<file path="config.mk">
export PLATFORM = sky130hd
export DESIGN_NAME = seg_scan_mux
export DESIGN_NICKNAME = d
export VERILOG_FILES = /design/src/rtl/seg_scan_pkg.sv /design/src/rtl/seg_scan_tick.sv /design/src/rtl/seg_scan_mux.sv
export SDC_FILE = /design/constraint.sdc
export NUM_CORES = 1
export LEC_CHECK = 0
export ABC_AREA = 1
export CAP_MARGIN = 20
export CORE_UTILIZATION = 30
export CTS_CLUSTER_DIAMETER = 30
export CTS_CLUSTER_SIZE = 20
export DETAILED_ROUTE_END_ITERATION = 10
export MAX_ROUTING_LAYER = met4
export PLACE_DENSITY = 0.53
export SLEW_MARGIN = 10
export SYNTH_ARGS = -nofsm -noshare
export SYNTH_HDL_FRONTEND = slang
export SYNTH_HIERARCHICAL = 1
export SYNTH_SLANG_ARGS = --single-unit
</file>
<file path="constraint.sdc">
create_clock -name clk -period 2.4 [get_ports clk]
set_input_delay 0.72 -clock clk [delete_from_list [all_inputs] [get_ports clk]]
set_output_delay 0.72 -clock clk [all_outputs]
set_load 0.01 [all_outputs]
</file>
<file path="src/rtl/seg_scan_pkg.sv">
// seg_scan_pkg: shared state encoding, blank pattern and anode helper for the scan mux.
package seg_scan_pkg;
  typedef enum logic [1:0] {IDLE, ON, GUARD} state_t;
  localparam logic [7:0] SEG_BLANK = 8'hFF;
  function automatic logic [15:0] onehot_n(input logic [3:0] idx);
    return ~(16'd1 << idx);
  endfunction
endpackage

</file>
<file path="src/rtl/seg_scan_tick.sv">
// seg_scan_tick: down-counter that reloads N-1 while idle and pulses tc on its last running cycle.
module seg_scan_tick #(
  parameter int N = 4
) (
  input  logic clk,
  input  logic rst_n,
  input  logic run,
  output logic tc
);
  localparam int W = N > 1 ? $clog2(N) : 1;
  localparam logic [W-1:0] TOP = W'(N - 1);
  logic [W-1:0] cnt;
  assign tc = run && cnt == '0;
  always_ff @(posedge clk or negedge rst_n)
    if (!rst_n) cnt <= TOP;
    else cnt <= (!run || tc) ? TOP : cnt - 1'b1;
endmodule

</file>
<file path="src/rtl/seg_scan_mux.sv">
// seg_scan_mux: double-buffered 7-seg scanner with guard gaps between digits.
// Optional macro SEG_SCAN_MUX_DIM_EN adds a 4-bit PWM brightness input.
module seg_scan_mux #(
  parameter int NUM_DIGITS = 8,
  parameter int DIV        = 50000,
  parameter int GUARD      = 2
) (
  input  logic                    clk,
  input  logic                    rst_n,
  input  logic                    en,
  input  logic                    load,
  input  logic [NUM_DIGITS*8-1:0] seg_in,
  input  logic [NUM_DIGITS-1:0]   blank_mask,
`ifdef SEG_SCAN_MUX_DIM_EN
  input  logic [3:0]              brightness,
`endif
  output logic [7:0]              seg_out,
  output logic [NUM_DIGITS-1:0]   an_out,
  output logic                    frame_done
);
  import seg_scan_pkg::state_t;
  import seg_scan_pkg::IDLE;
  import seg_scan_pkg::ON;
  import seg_scan_pkg::SEG_BLANK;
  import seg_scan_pkg::onehot_n;

  localparam int IW = $clog2(NUM_DIGITS);
  localparam int GW = GUARD > 0 ? GUARD : 1;

  state_t                  state, state_nx;
  logic [IW-1:0]           idx, idx_nx, idx_inc;
  logic                    div_tc, guard_tc, last, frame, pending, lit, on_nx;
  logic [NUM_DIGITS*8-1:0] active, shadow, active_nx;
  logic [15:0]             an_full;

  seg_scan_tick #(.N(DIV)) u_div (
    .clk(clk), .rst_n(rst_n), .run(en && state == ON), .tc(div_tc)
  );
  seg_scan_tick #(.N(GW)) u_guard (
    .clk(clk), .rst_n(rst_n), .run(en && state == seg_scan_pkg::GUARD), .tc(guard_tc)
  );

  assign last    = idx == IW'(NUM_DIGITS - 1);
  assign idx_inc = last ? '0 : idx + 1'b1;

  always_comb begin
    state_nx = state;
    idx_nx   = idx;
    frame    = 1'b0;
    if (!en) begin
      state_nx = IDLE;
      idx_nx   = '0;
    end else if (state == IDLE) begin
      state_nx = ON;
      idx_nx   = '0;
    end else if (state == ON && div_tc) begin
      state_nx = (GUARD > 0) ? seg_scan_pkg::GUARD : ON;
      if (GUARD == 0) begin
        idx_nx = idx_inc;
        frame  = last;
      end
    end else if (state == seg_scan_pkg::GUARD && guard_tc) begin
      state_nx = ON;
      idx_nx   = idx_inc;
      frame    = last;
    end
  end

  assign frame_done = frame;
  // A load in IDLE or on the frame edge bypasses the shadow so the newest pattern wins.
  assign active_nx = (load && (state == IDLE || frame)) ? seg_in :
                     (frame && pending)                 ? shadow : active;

`ifdef SEG_SCAN_MUX_DIM_EN
  logic [3:0] pwm;
  always_ff @(posedge clk or negedge rst_n)
    if (!rst_n) pwm <= '0;
    else pwm <= pwm + 1'b1;
  assign lit = pwm < brightness;
`else
  assign lit = 1'b1;
`endif

  // Outputs are registered from next-state values so they line up with the state register.
  assign on_nx   = state_nx == ON && lit;
  assign an_full = onehot_n(4'(idx_nx));

  always_ff @(posedge clk or negedge rst_n)
    if (!rst_n) begin
      state   <= IDLE;
      idx     <= '0;
      active  <= '1;
      shadow  <= '1;
      pending <= 1'b0;
      seg_out <= SEG_BLANK;
      an_out  <= '1;
    end else begin
      state   <= state_nx;
      idx     <= idx_nx;
      active  <= active_nx;
      if (load) shadow <= seg_in;
      pending <= load ? !(state == IDLE || frame) : pending && !frame;
      seg_out <= on_nx ? active_nx[idx_nx*8 +: 8] : SEG_BLANK;
      an_out  <= (on_nx && !blank_mask[idx_nx]) ? an_full[NUM_DIGITS-1:0] : '1;
    end
endmodule
</file>
==> impl_results.md <==
- Synth Instances: 1018
- Sequential share of the synthesized area: 0.526
- Die ar.: 28400 µm²
- Initial antenna violation count: 0
- Tmin final: 2360 ps
- Yosys top cell by area: dfstp_2
- CTS buffer count: 17
- Status: complete, no violations
- Clock buffer depth: 2
- Wire per inst: 15.2 µm
- Sequential cell fraction of total power: 0.476
- Final nets: 1249
- Post-Route WL: 23100 µm
- Post-synth top area share: 0.487
- Port bufs: 92
- RSZ-0062 raised after global routing: true
- First-pass GRT wire length: 36900 µm
- H-tree depth: 4
- Slew headroom: 0.719
- P&R area growth vs syn: 31.7%
- Net Count, Synth: 1098
- CP bufs+invs: 6
- Final setup viols: 0
- Final Util: 0.405
- Setup crit end kind: output port
- Share of cells above drive strength 1: 0.269
- CP Class: register to output port
- Post-Syn Area: 8310 µm²
- Via-to-Cell Ratio: 4.61
- Peak fanout along the critical path: 4
- Synth Warn #: 6
- P_leak: 0.00490 µW
- CTS tree: built
- Worst Tran Pin Value: 422 ps
- Diode count: 0
- Critical path cell sequence: inv_2, buf_4, buf_4, buf_4, nand3_2, nor2_2, buf_6, buf_6
- Die Wd: 168 µm
- WP data required: 1680 ps
- Highest clock rate: 423 MHz
- Peak VDD IR: 452 µV
- Worst-path clk slew: 70 ps
- Final period util: 0.985
- Clock skew: 8.78 ps
- Vias in the first global route: 6974
- Largest net degree at the start of global routing: 102
- Final slew viol count: 0
- Global route overflow: 0
- Cell repeated most along the worst path: buf_4
- Arr. time, crit path: 1640 ps
- Setup TNS Final: 0 ps
- Die height: 168 µm
- Rows: 60
- Synth cell types: 35
- CP Launch Type: register
- Total GRT Usage: 0.173
- Pre-antenna DRT Iters: 5
- DR vias: 7022
- GP Congestion: 0.830
- CP peak stage delay: 390 ps
- I/O pin total: 93
- Clock Tree Root: clkbuf_16
- Design area: 10900 µm²
- Internal: 5240 µW
- Clock share of power: 0.402
- Avg Cell Area, Syn: 8.16 µm²
- Logic pwr share: 0.123
- Synth top area cells: dfstp_2 (49%), nand2_1 (15%), nand3_1 (9.6%)
- Sw Share: 0.253
- Slowest CP cell: dfrtp_1
- Worst-skew pair later-pin latency: 430 ps
- Initial Util: 0.307
- Post-DP HPWL: 15800 µm
- Iter 0 DRT Violations: 432
- Max-cap check violation count: 0
- Hold Fails Final Rpt: 0
- CTS Sinks: 167
- Synthesized flop and latch total: 167
- DRC Markers: 0
- Psw: 1770 µW
- Crit-path leading delay family: buffers and inverters
- Worst hold-check path type: input pin to asynchronous set/reset pin
- Area of the core: 27000 µm²
- Antenna-violating nets left: 0
- Pwr Density: 641 nW/µm²
- Placed cell area: 10200 µm²
[cells in the mapped netlist]
| library cell | instances |
|---|---|
| nand2_2 | 4 |
| and3_1 | 1 |
| o21ai_1 | 11 |
| o211ai_1 | 7 |
| nor3_1 | 1 |
| buf_1 | 2 |
| a21oi_2 | 2 |
| and2_1 | 50 |
| nor3_2 | 2 |
| clkbuf_1 | 21 |
| dfstp_2 | 154 |
| nand3_2 | 1 |
| nor2_2 | 7 |
| ha_1 | 4 |
| nand3_4 | 1 |
| inv_1 | 76 |
| o21ai_2 | 1 |
| dfrtp_1 | 13 |
| a21oi_1 | 9 |
| nor2_4 | 5 |
| o21a_1 | 7 |
| nor2_1 | 42 |
| nand3b_1 | 2 |
| nand4_1 | 4 |
| nand3_1 | 160 |
| buf_4 | 4 |
| buf_2 | 24 |
| nand2_4 | 1 |
| a21oi_4 | 1 |
| or2_2 | 1 |
| xor2_1 | 1 |
| o21ai_0 | 64 |
| nand2_1 | 328 |
| xnor2_1 | 3 |
| inv_2 | 4 |
[registers in the layout, summed over array words and instances, names as in the netlist]
signal / cells
u_div/cnt: 16
seg_out: 8
pending: 1
u_guard/cnt: 1
shadow: 64
idx: 3
active: 64
an_out: 8
state: 2
[power groups by stage]
stage / Sequential, µW / Combinational (µW) / Clock [µW]
detailed placement: 3380 / 859 / 0
floorplan: 3360 / 461 / 0
global placement: 3380 / 845 / 0
global route: 3370 / 975 / 2990
CTS: 3340 / 868 / 2890
finish: 3340 / 861 / 2820
[final cells by class]
cell class,count,area [µm²]
Tap cell,341,427
Clock inverter,13,145
Clock buffer,19,453
Fill cell,2747,16100
Inverter,80,303
Timing Repair Buffer,183,1800
Multi-Input combinational cell,720,3440
Sequential cell,167,4370
[cell usage in the layout (no fill, tap or decap), drive strengths merged, types with 12 or more instances in the layout]
cell type and count:
buf 91, and2 50, clkbuf 22, o21ai 76, nand2 333, nand3 162
dfstp 154, nor2 54, inv 83, a21oi 12, clkdlybuf4s50 89, dfrtp 13
[path summary, 6_finish.rpt]
kind                       startpoint    endpoint  slack (ps)  cells past startpoint
hold reg to reg            shadow[21]  shadow[21]         460                      2
hold / removal                  rst_n  shadow[19]         450                      1
min in group clk           shadow[21]  shadow[21]         460                      2
setup / recovery             state[0]  frame_done          40                      8
max in group asynchronous       rst_n  active[63]        1570                      2
setup reg to reg             state[0]   an_out[3]         160                     16
[worst register-to-register path: stages, from the launching register on]
cell,delay (ps)
dfrtp_1,360
inv_2,60
buf_4,130
buf_4,120
buf_4,140
nand3_2,80
buf_4,140
inv_2,40
nand2_1,70
nand3_1,140
nor2_1,180
buf_4,210
buf_12,130
nand2_1,50
nand4_1,130
nand2_2,100
nand4_1,100
[logic make-up after synthesis]
kind of cell    after synthesis  share of synthesized area
xor+xnor                      4                    0.00422
buf+inv                     131                     0.0646
simple gates                610                      0.330
fa+ha+maj                     4                    0.00603
flops                       167                      0.526
compound gates              102                     0.0684
[metal layers]
metal	vias to the layer above	global-route usage	wire [µm]
met3	18	0.0282	817
li1	3550	-	-
met1	3313	0.228	11000
met2	141	0.275	10900
met5	-	-	0
met4	0	0.0462	344
[through the flow]
step | power [µW] | setup slack (ps) | hold slack, ps | cells
floorplan | 3820 | 18.5 | 424 | 1018
finish | 7020 | 37.1 | 452 | 1523
detailed placement | 4240 | -755 | 451 | 1484
CTS | 7090 | -28.6 | 455 | 1521
global placement | 4220 | -794 | 445 | 1484
global route | 7330 | -49.0 | 473 | 1523
[what timing repair did]
action                     CTS  global route
gates cloned                 0             2
hold buffers                 0             0
pin swaps                    4             4
resized for setup           10            19
setup endpoints to repair   17            17
setup buffers                5             0
Power figures use the tool's default switching activity.
